`config.mk`:
```
export PLATFORM = sky130hd
export DESIGN_NAME = seg7_scan_driver
export DESIGN_NICKNAME = d
export VERILOG_FILES = /design/src/rtl/seg7_scan_driver.sv
export SDC_FILE = /design/constraint.sdc
export NUM_CORES = 1
export LEC_CHECK = 0
export CAP_MARGIN = 20
export CORE_ASPECT_RATIO = 1.1
export CORE_MARGIN = 2
export CORE_UTILIZATION = 45
export CTS_CLUSTER_DIAMETER = 30
export DETAILED_ROUTE_END_ITERATION = 7
export PLACE_DENSITY = 0.73
export SYNTH_ARGS = -nofsm -noshare
export SYNTH_HDL_FRONTEND = slang
export SYNTH_SLANG_ARGS = --single-unit
```
`constraint.sdc`:
```
create_clock -name clk -period 2.3 [get_ports clk]
set_input_delay 0.46 -clock clk [delete_from_list [all_inputs] [get_ports clk]]
set_output_delay 0.46 -clock clk [all_outputs]
set_load 0.01 [all_outputs]
```
`src/rtl/seg7_scan_driver.sv`:
```
// ============================================================================
// seg7_scan_driver
// ----------------------------------------------------------------------------
// Time-multiplexed driver for DIGITS common-anode seven-segment digits that
// share one active-low segment bus. A refresh prescaler holds each digit lit
// for CLK_DIV cycles, and a scan counter walks the digits from 0 (rightmost)
// up to DIGITS-1. Display data comes from a frame snapshot that is captured
// in two situations: when the scan wraps from the last digit back to digit 0,
// and on the first enabled cycle after reset. As a result, a half-updated
// `value` never shows up torn across one refresh frame.
//
// Ports:
//   clk         in   system clock, rising edge
//   rst         in   synchronous active-high reset
//   en          in   scan enable; low freezes the scan and darkens the display
//   value       in   4*DIGITS hex nibbles, digit k = value[4k+3:4k]
//   dp_mask     in   DIGITS decimal-point enables (1 = lit)
//   blank_mask  in   DIGITS forced-dark enables (1 = dark)
//   lz_suppress in   1 = blank leading zero digits (digit 0 always shown)
//   an          out  DIGITS digit enables, active low, at most one low
//   seg         out  8 segments, active low, bit0=a .. bit6=g, bit7=dp
//   frame_tick  out  one-cycle pulse following each snapshot
// ============================================================================
module seg7_scan_driver #(
  parameter int DIGITS  = 8,
  parameter int CLK_DIV = 50000,
  parameter int IDX_W   = $clog2(DIGITS)
) (
  input  logic                  clk,
  input  logic                  rst,
  input  logic                  en,
  input  logic [4*DIGITS-1:0]   value,
  input  logic [DIGITS-1:0]     dp_mask,
  input  logic [DIGITS-1:0]     blank_mask,
  input  logic                  lz_suppress,
  output logic [DIGITS-1:0]     an,
  output logic [7:0]            seg,
  output logic                  frame_tick
);

  // CLK_DIV = 1 would otherwise yield a zero-width counter.
  localparam int CNT_W = (CLK_DIV > 1) ? $clog2(CLK_DIV) : 1;

  localparam logic [CNT_W-1:0] DIV_LAST = CNT_W'(CLK_DIV - 1);
  localparam logic [IDX_W-1:0] IDX_LAST = IDX_W'(DIGITS - 1);

  // --------------------------------------------------------------------------
  // Hex nibble to segments a..g, active low (bit0 = a, bit6 = g).
  // --------------------------------------------------------------------------
  function automatic logic [6:0] enc7(input logic [3:0] nib);
    logic [6:0] s;
    s = 7'b1111111;
    case (nib)
      4'h0: s = 7'b1000000;
      4'h1: s = 7'b1111001;
      4'h2: s = 7'b0100100;
      4'h3: s = 7'b0110000;
      4'h4: s = 7'b0011001;
      4'h5: s = 7'b0010010;
      4'h6: s = 7'b0000010;
      4'h7: s = 7'b1111000;
      4'h8: s = 7'b0000000;
      4'h9: s = 7'b0010000;
      4'hA: s = 7'b0001000;
      4'hB: s = 7'b0000011;
      4'hC: s = 7'b0100111;
      4'hD: s = 7'b0100001;
      4'hE: s = 7'b0000110;
      4'hF: s = 7'b0001110;
      default: s = 7'b1111111;
    endcase
    return s;
  endfunction

  // --------------------------------------------------------------------------
  // State
  // --------------------------------------------------------------------------
  logic [CNT_W-1:0]      div_cnt_q,      div_cnt_d;
  logic [IDX_W-1:0]      idx_q,          idx_d;
  logic                  load_pending_q, load_pending_d;

  logic [4*DIGITS-1:0]   snap_val_q,     snap_val_d;
  logic [DIGITS-1:0]     snap_dp_q,      snap_dp_d;
  logic [DIGITS-1:0]     snap_blank_q,   snap_blank_d;
  logic                  snap_lz_q,      snap_lz_d;

  logic [DIGITS-1:0]     an_q,           an_d;
  logic [7:0]            seg_q,          seg_d;
  logic                  frame_tick_q,   frame_tick_d;

  // --------------------------------------------------------------------------
  // Scan control decode
  // --------------------------------------------------------------------------
  logic step;
  logic idx_at_last;
  logic wrap;
  logic take_snap;

  assign step        = (div_cnt_q == DIV_LAST);
  assign idx_at_last = (idx_q == IDX_LAST);
  assign wrap        = step && idx_at_last;
  // The pending post-reset load and a wrap in the same cycle merge into one
  // snapshot and one frame_tick.
  assign take_snap   = wrap || load_pending_q;

  // --------------------------------------------------------------------------
  // Leading-zero detection on the snapshot.
  // lz_chain[k] is 1 when every nibble from k up to DIGITS-1 is zero, so a
  // digit is a leading zero exactly when its chain bit is set.
  // --------------------------------------------------------------------------
  logic [DIGITS:0] lz_chain;

  always_comb begin
    lz_chain         = '0;
    lz_chain[DIGITS] = 1'b1;
    for (int k = DIGITS - 1; k >= 0; k--) begin
      lz_chain[k] = lz_chain[k+1] & (snap_val_q[4*k +: 4] == 4'h0);
    end
  end

  // --------------------------------------------------------------------------
  // Current digit: nibble, blanking and decimal point
  // --------------------------------------------------------------------------
  logic [3:0] nib_cur;
  logic       lz_blank;
  logic       blank_cur;
  logic       dp_cur;

  assign nib_cur   = snap_val_q[{idx_q, 2'b00} +: 4];
  // Digit 0 is exempt so that an all-zero value still shows a single "0".
  assign lz_blank  = snap_lz_q && (idx_q != '0) && lz_chain[idx_q];
  assign blank_cur = snap_blank_q[idx_q] || lz_blank;
  assign dp_cur    = snap_dp_q[idx_q];

  // --------------------------------------------------------------------------
  // Next-state logic
  // --------------------------------------------------------------------------
  always_comb begin
    div_cnt_d      = div_cnt_q;
    idx_d          = idx_q;
    load_pending_d = load_pending_q;
    snap_val_d     = snap_val_q;
    snap_dp_d      = snap_dp_q;
    snap_blank_d   = snap_blank_q;
    snap_lz_d      = snap_lz_q;
    // Dark and idle unless the scan is enabled.
    an_d           = '1;
    seg_d          = 8'hFF;
    frame_tick_d   = 1'b0;

    if (en) begin
      if (step) begin
        div_cnt_d = '0;
        idx_d     = idx_at_last ? '0 : idx_q + IDX_W'(1);
      end else begin
        div_cnt_d = div_cnt_q + CNT_W'(1);
      end

      if (take_snap) begin
        snap_val_d     = value;
        snap_dp_d      = dp_mask;
        snap_blank_d   = blank_mask;
        snap_lz_d      = lz_suppress;
        load_pending_d = 1'b0;
        frame_tick_d   = 1'b1;
      end

      // Outputs follow the pre-edge idx and snapshot, so they trail idx by one
      // cycle. A blanked digit also keeps its decimal point dark.
      if (!blank_cur) begin
        an_d  = ~(DIGITS'(1) << idx_q);
        seg_d = {~dp_cur, enc7(nib_cur)};
      end
    end
  end

  // --------------------------------------------------------------------------
  // Registers
  // --------------------------------------------------------------------------
  always_ff @(posedge clk) begin
    if (rst) begin
      div_cnt_q      <= '0;
      idx_q          <= '0;
      load_pending_q <= 1'b1;
      snap_val_q     <= '0;
      snap_dp_q      <= '0;
      snap_blank_q   <= '0;
      snap_lz_q      <= 1'b0;
      an_q           <= '1;
      seg_q          <= 8'hFF;
      frame_tick_q   <= 1'b0;
    end else begin
      div_cnt_q      <= div_cnt_d;
      idx_q          <= idx_d;
      load_pending_q <= load_pending_d;
      snap_val_q     <= snap_val_d;
      snap_dp_q      <= snap_dp_d;
      snap_blank_q   <= snap_blank_d;
      snap_lz_q      <= snap_lz_d;
      an_q           <= an_d;
      seg_q          <= seg_d;
      frame_tick_q   <= frame_tick_d;
    end
  end

  assign an         = an_q;
  assign seg        = seg_q;
  assign frame_tick = frame_tick_q;

endmodule

```
==> impl_metrics.env <==
export IMPL_outcome="completed"
export IMPL_antenna_cells=0
export IMPL_cp_cell_sequence="buf_12 -> mux4_2 -> mux2i_4 -> inv_1 -> ha_1 -> mux2_2 -> nand2_1 -> o311ai_1"
export IMPL_cts_setup_buffers=0
export IMPL_grt_total_usage_pct=18.7
export IMPL_clk_insertion_delay_late_ps=360
export IMPL_path_max_fanout=11
export IMPL_hold_class="register to register"
export IMPL_vias=3190
export IMPL_worst_pin_slew_ps=559
export IMPL_die_h_um=101
export IMPL_slew_violations=0
export IMPL_ant_nets=0
export IMPL_wl_per_cell_um=13.6
export IMPL_start_util_pct=46.2
export IMPL_maxCapViolations=0
export IMPL_critical_path_top_delay_family="multiplexers"
export IMPL_synth_xor_xnor_area_share_pct=2.48
export IMPL_ir_worst_vdd_uv=351
export IMPL_powerDensity_mw_per_mm2=615
export IMPL_slowest_stage="mux4_2"
export IMPL_fin_nets=564
export IMPL_gp_congestion=0.802
export IMPL_yosys_area_share_simple_pct=21.5
export IMPL_grt_overflow_total=0
export IMPL_synthToLayoutAreaGrowth_pct=27.2
export IMPL_drc=0
export IMPL_cts_made_buffers=9
export IMPL_worst_slack_ps=99.8
export IMPL_whs_path_depth=2
export IMPL_yosysUniqueCellTypes=45
export IMPL_synthAdderAreaFrac_pct=4.18
export IMPL_dpl_hpwl_mm=6.05
export IMPL_via_per_inst=5.19
export IMPL_syn_inst=432
export IMPL_start_kind="register"
export IMPL_reg2reg_depth=8
export IMPL_critPathArrivalTime_ps=2430
export IMPL_die_w_um=92.6
export IMPL_finClkSkew_ps=8.20
export IMPL_async_flop_share_pct=0
export IMPL_ys_top_cells_by_area="dfxtp_1 44%, nand2_1 12%, a21oi_1 7.3%"
export IMPL_grt_pass1_wl_mm=13.8
export IMPL_place_ws_ps=23.1
export IMPL_slew_headroom_pct=62.8
export IMPL_fin_tns_setup_ps=0
export IMPL_path_depth=8
export IMPL_crit_path_end_kind="register"
export IMPL_ys_seq_elements=86
export IMPL_rows=35
export IMPL_cp_required_ps=2530
export IMPL_io_buffers=68
export IMPL_grt_pass1_vias=2986
export IMPL_synth_warnings=0
export IMPL_routed_wirelength_mm=8.36
export IMPL_synth_edf_count=0
export IMPL_core_mm2=0.00841
export IMPL_yosysTopAreaCellShare_pct=44.3
export IMPL_die_area_mm2=0.00940
export IMPL_synth_top_family_by_area="simple AND/OR/NAND/NOR gates"
export IMPL_post_route_min_period_ps=2200
export IMPL_tritoncts="built"
export IMPL_path_class="register to register"
export IMPL_power_leakage_uw=0.00186
export IMPL_htreeDepth=3
export IMPL_dr_first_iter_drc_count=164
export IMPL_path_buf_inv=2
export IMPL_ys_seq_area_share_pct=44.3
export IMPL_fin_crit_sh_pct=95.7
export IMPL_holdBufCountCts=0
export IMPL_cts_root_buf="clkbuf_8"
export IMPL_synth_most_common_cell="nand2_1"
export IMPL_fmaxAchievable_mhz=455
export IMPL_postSynthAreaPerCell_um2=9.00
export IMPL_antenna_found_initial=0
export IMPL_critical_path_max_stage_delay_ps=560
export IMPL_clockBufferDepth=2
export IMPL_netlist_top_cells_count="120 x nand2_1, 86 x dfxtp_1, 57 x a21oi_1, 18 x nor2_1"
export IMPL_setup_viol=0
export IMPL_syn_area_mm2=0.00389
export IMPL_syn_nets=497
export IMPL_synth_mux_area_share_pct=10.8
export IMPL_synth_top_cell_by_area="dfxtp_1"
export IMPL_hold_violations=0
export IMPL_drive_gt1_share_pct=11.7
export IMPL_cts_sinks=86
export IMPL_grt_max_degree=56
export IMPL_first_pass_iters=4
export IMPL_synth_compound_area_share_pct=11.7
export IMPL_num_io_pins=69
export IMPL_cts_reportedPaths_clkPinSlew_ps=80
export IMPL_synthFlopType="dfxtp_1"
==> layout by cell type (no fill, tap or decap), drive strengths merged, types with 11 or more instances in the layout <==
cell | synthesis | final
clkdlybuf4s50 | 0 | 67
mux4 | 12 | 12
nand2 | 120 | 120
ha | 13 | 13
nand3 | 11 | 11
clkbuf | 13 | 12
a21oi | 57 | 57
dfxtp | 86 | 86
buf | 15 | 17
nor2 | 18 | 18
==> layer usage <==
metal,GRT usage (%),vias up,share of wire [%]
met5,0,-,0
met4,6.56,0,1.4
met3,4.69,11,4.5
met2,31.9,92,49
met1,23.1,1472,45
li1,-,1615,-
==> power breakdown <==
group / switching [µW] / internal (µW)
registers: 40.8 / 1550
logic: 173 / 206
clock network: 513 / 556
total: 726 / 2310
==> logic make-up (layout without fill, tap and decap cells) <==
kind of cell | count (synthesis) | in the layout
simple gates | 183 | 183
flops | 86 | 86
compound gates | 79 | 79
buf+inv | 38 | 110
mux | 22 | 22
fa+ha+maj | 13 | 13
xor+xnor | 11 | 11
==> layout make-up <==
cell class	instances	area (µm²)
fill	760	3460
multi-input combinational	308	1990
sequential	86	1720
timing repair buffer	84	858
clock buffer	12	155
tap	111	139
clock inverter	4	45.0
inverter	10	37.5
==> registers in the layout, indices dropped and copies added (netlist names) <==
| signal | flops |
|---|---|
| snap_val_q | 32 |
| snap_lz_q | 1 |
| frame_tick | 1 |
| load_pending_q | 1 |
| snap_dp_q | 8 |
| snap_blank_q | 8 |
| div_cnt_q | 16 |
| idx_q | 3 |
| seg | 8 |
| an | 8 |
==> path summary, 6_finish.rpt <==
check	start	endpoint	slack, ps
max	idx_q[0]	seg[0]	100
min	snap_lz_q	snap_lz_q	450
max reg2reg	idx_q[0]	seg[0]	100
min reg2reg	snap_lz_q	snap_lz_q	450
==> stage by stage <==
step                      utilization [%]  hold WS, ps  power [µW]  area [µm²]  instances
after global placement               56.3          435        1990        4740        599
after CTS                            58.7          456        3070        4940        615
after floorplan                         -          426        1830        3890        432
final                                58.8          454        3040        4940        615
after global routing                 58.8          471        3170        4940        615
after detailed placement             56.3          441        2000        4740        599
==> worst reg2reg max path, delay by kind of cell, from the launching register on <==
kind / cells / cell delay [ps]
flops: 1 / 360
mux: 3 / 1020
fa+ha+maj: 1 / 240
simple gates: 1 / 80
compound gates: 1 / 100
buf+inv: 2 / 260
==> what timing repair did <==
action / 4_1_cts / 5_1_grt
hold endpoints to repair: 0 / 0
setup endpoints to repair: 0 / 2
resized for setup: 0 / 2
Note: power is estimated with default switching activity, not from simulation.
